## src/rtl/regif_pkg.sv

```systemverilog
// rtl/regif_pkg.sv - shared constants and FSM encoding for the SPI register interface
// Purpose: register address map, frame length and frame-FSM state type used by spi_regif.
// Ports: none (package).
package regif_pkg;

  localparam logic [6:0] REGIF_ADDR_CTRL    = 7'h00;
  localparam logic [6:0] REGIF_ADDR_CFG0    = 7'h01;
  localparam logic [6:0] REGIF_ADDR_CFG1    = 7'h02;
  localparam logic [6:0] REGIF_ADDR_CFG2    = 7'h03;
  localparam logic [6:0] REGIF_ADDR_WDOGDIV = 7'h04;

  localparam int FRAME_BITS = 16;

  typedef enum logic [1:0] {
    IDLE = 2'd0,
    ADDR = 2'd1,
    DATA = 2'd2,
    DONE = 2'd3
  } regif_state_t;

endpackage

```

## src/rtl/sync_edge.sv

```systemverilog
// rtl/sync_edge.sv - multi-flop pin synchronizer with rise/fall pulse outputs
// Purpose: brings an asynchronous pin into the clk domain and flags its edges.
// Ports:
//   clk, reset  system clock, asynchronous active-high reset
//   din         asynchronous input pin
//   sync        synchronized level
//   rise, fall  1-clk pulses on synchronized rising / falling edge
module sync_edge #(
  parameter int   STAGES    = 2,
  parameter logic RESET_VAL = 1'b0
) (
  input  logic clk,
  input  logic reset,
  input  logic din,
  output logic sync,
  output logic rise,
  output logic fall
);

  logic [STAGES-1:0] chain;
  logic              last;

  always_ff @(posedge clk or posedge reset) begin
    if (reset) begin
      chain <= {STAGES{RESET_VAL}};
      last  <= RESET_VAL;
    end else begin
      chain <= {chain[STAGES-2:0], din};
      last  <= chain[STAGES-1];
    end
  end

  assign sync = chain[STAGES-1];
  assign rise = sync & ~last;
  assign fall = ~sync & last;

endmodule

```

## src/rtl/spi_regif.sv

```systemverilog
// rtl/spi_regif.sv - SPI mode-0 slave front end of the motor control register file
// Purpose: decodes 16-bit frames {rw, addr[6:0]}, {data} into write data plus 1-clk
//   load strobes, shifts readback bytes out on MISO and issues the watchdog kick.
// Optional feature: define REGIF_WDKICK_ANY_EN to kick the watchdog on every completed
//   frame; otherwise the kick accompanies ctrlld only.
// Ports:
//   clk, reset               system clock, asynchronous active-high reset
//   sclk, cs_n, mosi         SPI pins (asynchronous)
//   miso, miso_oe            SPI data out and its output enable
//   wrtdata                  write data, held until the next mapped write
//   ctrlld, cfgld0..2,
//   wdogdivld                1-clk load strobes for addresses 0x00..0x04
//   wdreset                  1-clk watchdog kick
//   controlrdata, configrdreg0..2, hwconfig   readback sources
module spi_regif
  import regif_pkg::*;
#(
  parameter int         SYNC_STAGES = 2,
  parameter logic [6:0] HWCFG_ADDR  = 7'h0F
) (
  input  logic       clk,
  input  logic       reset,
  input  logic       sclk,
  input  logic       cs_n,
  input  logic       mosi,
  output logic       miso,
  output logic       miso_oe,
  output logic [7:0] wrtdata,
  output logic       ctrlld,
  output logic       cfgld0,
  output logic       cfgld1,
  output logic       cfgld2,
  output logic       wdogdivld,
  output logic       wdreset,
  input  logic [7:0] controlrdata,
  input  logic [7:0] configrdreg0,
  input  logic [7:0] configrdreg1,
  input  logic [7:0] configrdreg2,
  input  logic [7:0] hwconfig
);

  localparam logic [4:0] LAST_ADDR_BIT = 5'(FRAME_BITS / 2 - 1);
  localparam logic [4:0] LAST_BIT      = 5'(FRAME_BITS - 1);

  regif_state_t state, state_nxt;

  logic sclk_sync_unused, sclk_rise, sclk_fall;
  logic cs_sync, cs_rise, cs_fall;
  logic [SYNC_STAGES-1:0] mosi_pipe;
  logic mosi_s;

  logic [4:0]            bitcnt;
  logic [FRAME_BITS-2:0] rx;
  logic [7:0]            tx;
  logic [7:0]            rd_byte;
  logic [6:0]            rd_addr, wr_addr;
  logic [4:0]            wr_hit;
  logic                  commit;

  sync_edge #(.STAGES(SYNC_STAGES), .RESET_VAL(1'b0)) u_sclk_sync (
    .clk(clk), .reset(reset), .din(sclk),
    .sync(sclk_sync_unused), .rise(sclk_rise), .fall(sclk_fall)
  );

  // cs_n resets to "selected": a frame already in progress when reset releases
  // produces no falling edge, so only a fresh cs_n fall can start a frame.
  sync_edge #(.STAGES(SYNC_STAGES), .RESET_VAL(1'b0)) u_cs_sync (
    .clk(clk), .reset(reset), .din(cs_n),
    .sync(cs_sync), .rise(cs_rise), .fall(cs_fall)
  );

  always_ff @(posedge clk or posedge reset) begin
    if (reset) mosi_pipe <= '0;
    else       mosi_pipe <= {mosi_pipe[SYNC_STAGES-2:0], mosi};
  end
  assign mosi_s = mosi_pipe[SYNC_STAGES-1];

  always_ff @(posedge clk or posedge reset) begin
    if (reset) state <= IDLE;
    else       state <= state_nxt;
  end

  // cs_n rise is checked first everywhere, so it wins over a same-clk sclk edge.
  always_comb begin
    state_nxt = state;
    case (state)
      IDLE: if (cs_fall) state_nxt = ADDR;
      ADDR: if (cs_rise) state_nxt = IDLE;
            else if (sclk_rise && bitcnt == LAST_ADDR_BIT) state_nxt = DATA;
      DATA: if (cs_rise) state_nxt = IDLE;
            else if (sclk_rise && bitcnt == LAST_BIT) state_nxt = DONE;
      DONE: if (cs_rise) state_nxt = IDLE;
      default: state_nxt = IDLE;
    endcase
  end

  // Address completes with the bit arriving on the 8th rise.
  assign rd_addr = {rx[5:0], mosi_s};

  always_comb begin
    rd_byte = 8'h00;
    if (rd_addr == HWCFG_ADDR) rd_byte = hwconfig;
    else begin
      case (rd_addr)
        REGIF_ADDR_CTRL: rd_byte = controlrdata;
        REGIF_ADDR_CFG0: rd_byte = configrdreg0;
        REGIF_ADDR_CFG1: rd_byte = configrdreg1;
        REGIF_ADDR_CFG2: rd_byte = configrdreg2;
        default:         rd_byte = 8'h00;
      endcase
    end
  end

  // At the 16th rise rx holds bits 0..14: rw in rx[14], address in rx[13:7].
  assign wr_addr = rx[13:7];
  assign commit  = (state == DATA) && sclk_rise && !cs_rise && (bitcnt == LAST_BIT);

  always_comb begin
    wr_hit = 5'b0;
    if (rx[14] && wr_addr != HWCFG_ADDR) begin
      case (wr_addr)
        REGIF_ADDR_CTRL:    wr_hit[0] = 1'b1;
        REGIF_ADDR_CFG0:    wr_hit[1] = 1'b1;
        REGIF_ADDR_CFG1:    wr_hit[2] = 1'b1;
        REGIF_ADDR_CFG2:    wr_hit[3] = 1'b1;
        REGIF_ADDR_WDOGDIV: wr_hit[4] = 1'b1;
        default:            wr_hit = 5'b0;
      endcase
    end
  end

  always_ff @(posedge clk or posedge reset) begin
    if (reset) begin
      bitcnt    <= '0;
      rx        <= '0;
      tx        <= '0;
      miso      <= 1'b0;
      miso_oe   <= 1'b0;
      wrtdata   <= 8'h00;
      ctrlld    <= 1'b0;
      cfgld0    <= 1'b0;
      cfgld1    <= 1'b0;
      cfgld2    <= 1'b0;
      wdogdivld <= 1'b0;
      wdreset   <= 1'b0;
    end else begin
      miso_oe   <= ~cs_sync;
      ctrlld    <= commit & wr_hit[0];
      cfgld0    <= commit & wr_hit[1];
      cfgld1    <= commit & wr_hit[2];
      cfgld2    <= commit & wr_hit[3];
      wdogdivld <= commit & wr_hit[4];
`ifdef REGIF_WDKICK_ANY_EN
      wdreset   <= commit;
`else
      wdreset   <= commit & wr_hit[0];
`endif
      if (commit && |wr_hit) wrtdata <= {rx[6:0], mosi_s};

      case (state)
        IDLE: begin
          miso <= 1'b0;
          if (cs_fall) bitcnt <= '0;
        end
        ADDR: begin
          miso <= 1'b0;
          if (!cs_rise && sclk_rise) begin
            rx     <= {rx[FRAME_BITS-3:0], mosi_s};
            bitcnt <= bitcnt + 5'd1;
            if (bitcnt == LAST_ADDR_BIT) tx <= rd_byte;
          end
        end
        DATA: begin
          if (cs_rise) miso <= 1'b0;
          else if (sclk_rise) begin
            rx     <= {rx[FRAME_BITS-3:0], mosi_s};
            bitcnt <= bitcnt + 5'd1;
            if (bitcnt == LAST_BIT) miso <= 1'b0;
          end else if (sclk_fall) begin
            miso <= tx[7];
            tx   <= {tx[6:0], 1'b0};
          end
        end
        default: miso <= 1'b0;
      endcase
    end
  end

endmodule
```

## config.mk

```make
export PLATFORM = sky130hd
export DESIGN_NAME = spi_regif
export DESIGN_NICKNAME = d
export VERILOG_FILES = /design/src/rtl/regif_pkg.sv /design/src/rtl/sync_edge.sv /design/src/rtl/spi_regif.sv
export SDC_FILE = /design/constraint.sdc
export NUM_CORES = 1
export LEC_CHECK = 0
export ABC_AREA = 1
export CORE_MARGIN = 2
export CORE_UTILIZATION = 50
export DETAILED_ROUTE_END_ITERATION = 12
export PLACE_DENSITY_LB_ADDON = 0.05
export SLEW_MARGIN = 20
export SYNTH_ARGS = -nofsm -noshare
export SYNTH_HDL_FRONTEND = slang
export SYNTH_SLANG_ARGS = --single-unit
```

## constraint.sdc

```tcl
create_clock -name clk -period 3.32 [get_ports clk]
set_input_delay 0.498 -clock clk [delete_from_list [all_inputs] [get_ports clk]]
set_output_delay 0.498 -clock clk [all_outputs]
set_load 0.01 [all_outputs]
```

==> impl_metrics.toml <==
[clocking]
cts_setup_buffers = 0
cts_buffers = 5
cts-root-buf = "sky130_fd_sc_hd__clkbuf_8"
clock_insertion_delay_worst_skew_ps = 300
path_clk_slew_ps = 100
cts-resized-gates = 0
cts_hold_buffers = 0
clockBufferDepth = 2
tritoncts_num_sinks = 53
ctsHtreeMaxLevel = 2
tritoncts_clock_tree = "yes"

[sta]
timing_max_transition_violations_final = 0
timing.final.hold_violations = 0
final_setup_violation_count = 0
max_fclk_mhz = 478
slew_at_the_pin_closest_to_its_max_slew_limit_ps = 903
total_negative_setup_slack_ps = 0
unrepaired_setup_endpoints_after_global_routing = "false"
final_min_period_over_clock_period_pct = 63.0
minimum_clock_period_after_layout_ps = 2090
skew_ps = 13.7
worst_slew_margin_rel_pct = 39.7

[power]
cellLeakagePower_uw = 0.00177
sw_frac_of_total_pct = 42.1
power_uw = 2350
pwr_density_cell_mw_per_mm2 = 643
power.net_switching_uw = 989
max-vdd-ir-drop_mv = 0.353
sequentialPowerShare_pct = 38.4
share_comb_of_total_power_pct = 43.1
cell_internal_pwr_uw = 1360
p_clk_share_pct = 18.4

[synth]
yosys-top-cells-count = "sky130_fd_sc_hd__nand2_1 (98), sky130_fd_sc_hd__nand3_1 (54), sky130_fd_sc_hd__dfrtp_1 (53)"
synth.net_count = 433
synth_ff_type = "sky130_fd_sc_hd__dfrtp_1"
synth.cell_area_mm2 = 0.00290
synth_cell_type_count = 32
synth.area.top_cells = "sky130_fd_sc_hd__dfrtp_1 (46%), sky130_fd_sc_hd__nand2_1 (13%), sky130_fd_sc_hd__nand3_1 (9.3%), sky130_fd_sc_hd__nor2_1 (5.2%), sky130_fd_sc_hd__inv_1 (4.9%)"
netlist.top_cell.by_area = "sky130_fd_sc_hd__dfrtp_1"
synth.yosys.seq_area_share_pct = 45.7
syn-mean-instance-area_um2 = 7.66
synth_top_area_share_pct = 45.7
asyncSetResetFlopFracSynth_pct = 100
synth-edff-count = 0
yosysMostFrequentCell = "sky130_fd_sc_hd__nand2_1"
syn-instance-count = 379
ys_seq_elements = 53
yosys_warnings = 0

[routing]
firstDrtPassIters = 4
detail_route.vias_per_cell = 5.10
postRouteAntennaNets = 0
detail_route.wirelength_um = 6020
initialDrtViolationCount = 153
route.vias.total = 2597
wl_per_cell_um = 11.8
drc = 0

[die]
coreArea_mm2 = 0.00554
die_area_mm2 = 0.00643
die_h_um = 80.2
fp-row-count = 27
floorplan.initialDensity_pct = 52.4
ios = 61
die-width_um = 80.2

[placement]
dpl_cell_area_mm2 = 0.00355
io_port_bufs = 60
dp_hpwl_um = 4590
globalplace.congestion = 0.841

[global_routing]
grt_max_degree = 54
grt_antenna_before_repair = 0
grt_util_all_layers_pct = 20.7
first_global_vias = 2568
grt-ovfl-total = 0
first_pass_grt_wire_length_um = 10800

[setup_path]
critical_path_arrival_ps = 2330
cp-start-kind = "flop"
timing.critical_path.required_ps = 3560
cp-end-kind = "flop"
critical_path_peak_fanout = 15
timing_worst_setup_path_type = "reg2reg"

[final_layout]
postLayoutCellArea_mm2 = 0.00366
antenna_cell_count = 0
flow.area_growth_from_synthesis_pct = 26.0
n_fill_cell = 508
layout-drive-gt1-share_pct = 6.64
finish.net_count = 491

[worst_hold_path]
timing.hold.worst.class = "reg2reg"

[status]
status = "finished clean"

[run]
max-cap-violations = 0
-- critical path, cell delays in order (launching register included) --
cell and delay, ps:
sky130_fd_sc_hd__dfrtp_1 430, sky130_fd_sc_hd__inv_1 140, sky130_fd_sc_hd__ha_1 260, sky130_fd_sc_hd__inv_1 270, sky130_fd_sc_hd__o211ai_1 650, sky130_fd_sc_hd__o21ai_0 190
sky130_fd_sc_hd__nand2_1 100
-- area by class of cell --
class,instances,area (µm²),area share [%]
well taps,72,90.1,2.46
inverters,43,163,4.45
clock inverters,2,38.8,1.06
multi-input cells,274,1370,37.5
clock buffers,5,68.8,1.88
repair buffers,60,601,16.4
flip-flops and latches,53,1330,36.3
-- placed cells by master (no fill, tap or decap), drive strengths merged, types with 5 or more instances in the layout --
master,count
nor2,48
inv,43
nand2,102
clkdlybuf4s50,60
o21ai,30
dfrtp,53
ha,9
nand3,54
clkbuf,5
a21oi,7
nor3,9
-- power by group through the flow --
stage                     sequential, µW  combinational, µW  clock (µW)
after floorplan                      889                802           0
after global placement               912                994           0
after detailed placement             916               1010           0
after CTS                            905               1020         442
after global routing                 926               1180         468
final                                904               1010         433
-- final timing paths --
check | endpoint | startpoint | slack [ps] | cells past startpoint
max | tx[0] | state[0] | 1230 | 6
min | mosi_pipe[1] | mosi_pipe[0] | 370 | 0
max reg2reg | tx[0] | state[0] | 1230 | 6
min reg2reg | mosi_pipe[1] | mosi_pipe[0] | 370 | 0
max in group asynchronous | tx[3] | reset | 2110 | 2
min in group asynchronous | wdreset | reset | 670 | 2
-- per-layer routing --
| layer | wire length (µm) | track usage, % | share of wire [%] |
|---|---|---|---|
| met4 | 63 | 4.75 | 1.0 |
| met3 | 403 | 4.27 | 6.7 |
| met1 | 2800 | 26.1 | 47 |
| met5 | 0 | 0 | 0 |
| met2 | 2750 | 36.3 | 46 |
-- registers in the layout, summed over array words and instances, names as in the netlist, 2 cells and up --
signal	cells
wrtdata	8
bitcnt	5
tx	8
u_cs_sync.chain	2
rx	15
u_sclk_sync.chain	2
mosi_pipe	2
state	2
-- stage by stage --
| step | hold WS (ps) | utilization (%) | setup slack, ps | instances |
|---|---|---|---|---|
| 6_report | 370 | 66.0 | 1230 | 509 |
| 5_1_grt | 384 | 66.0 | 1030 | 509 |
| 4_1_cts | 370 | 66.0 | 1260 | 509 |
| 3_5_place_dp | 344 | 64.0 | 1280 | 502 |
| 3_3_place_gp | 333 | 64.0 | 1380 | 502 |
| 2_1_floorplan | 331 | - | 1540 | 379 |
-- cells by family (layout without fill, tap and decap cells) --
family	after synthesis	after routing	synth area share, %
simple gates	219	219	34.0
mux	1	1	0.345
fa+ha+maj	9	9	3.88
buf+inv	52	110	7.07
flops	53	53	45.7
compound gates	45	45	9.01
No activity file was read; power rests on OpenSTA's default activity.
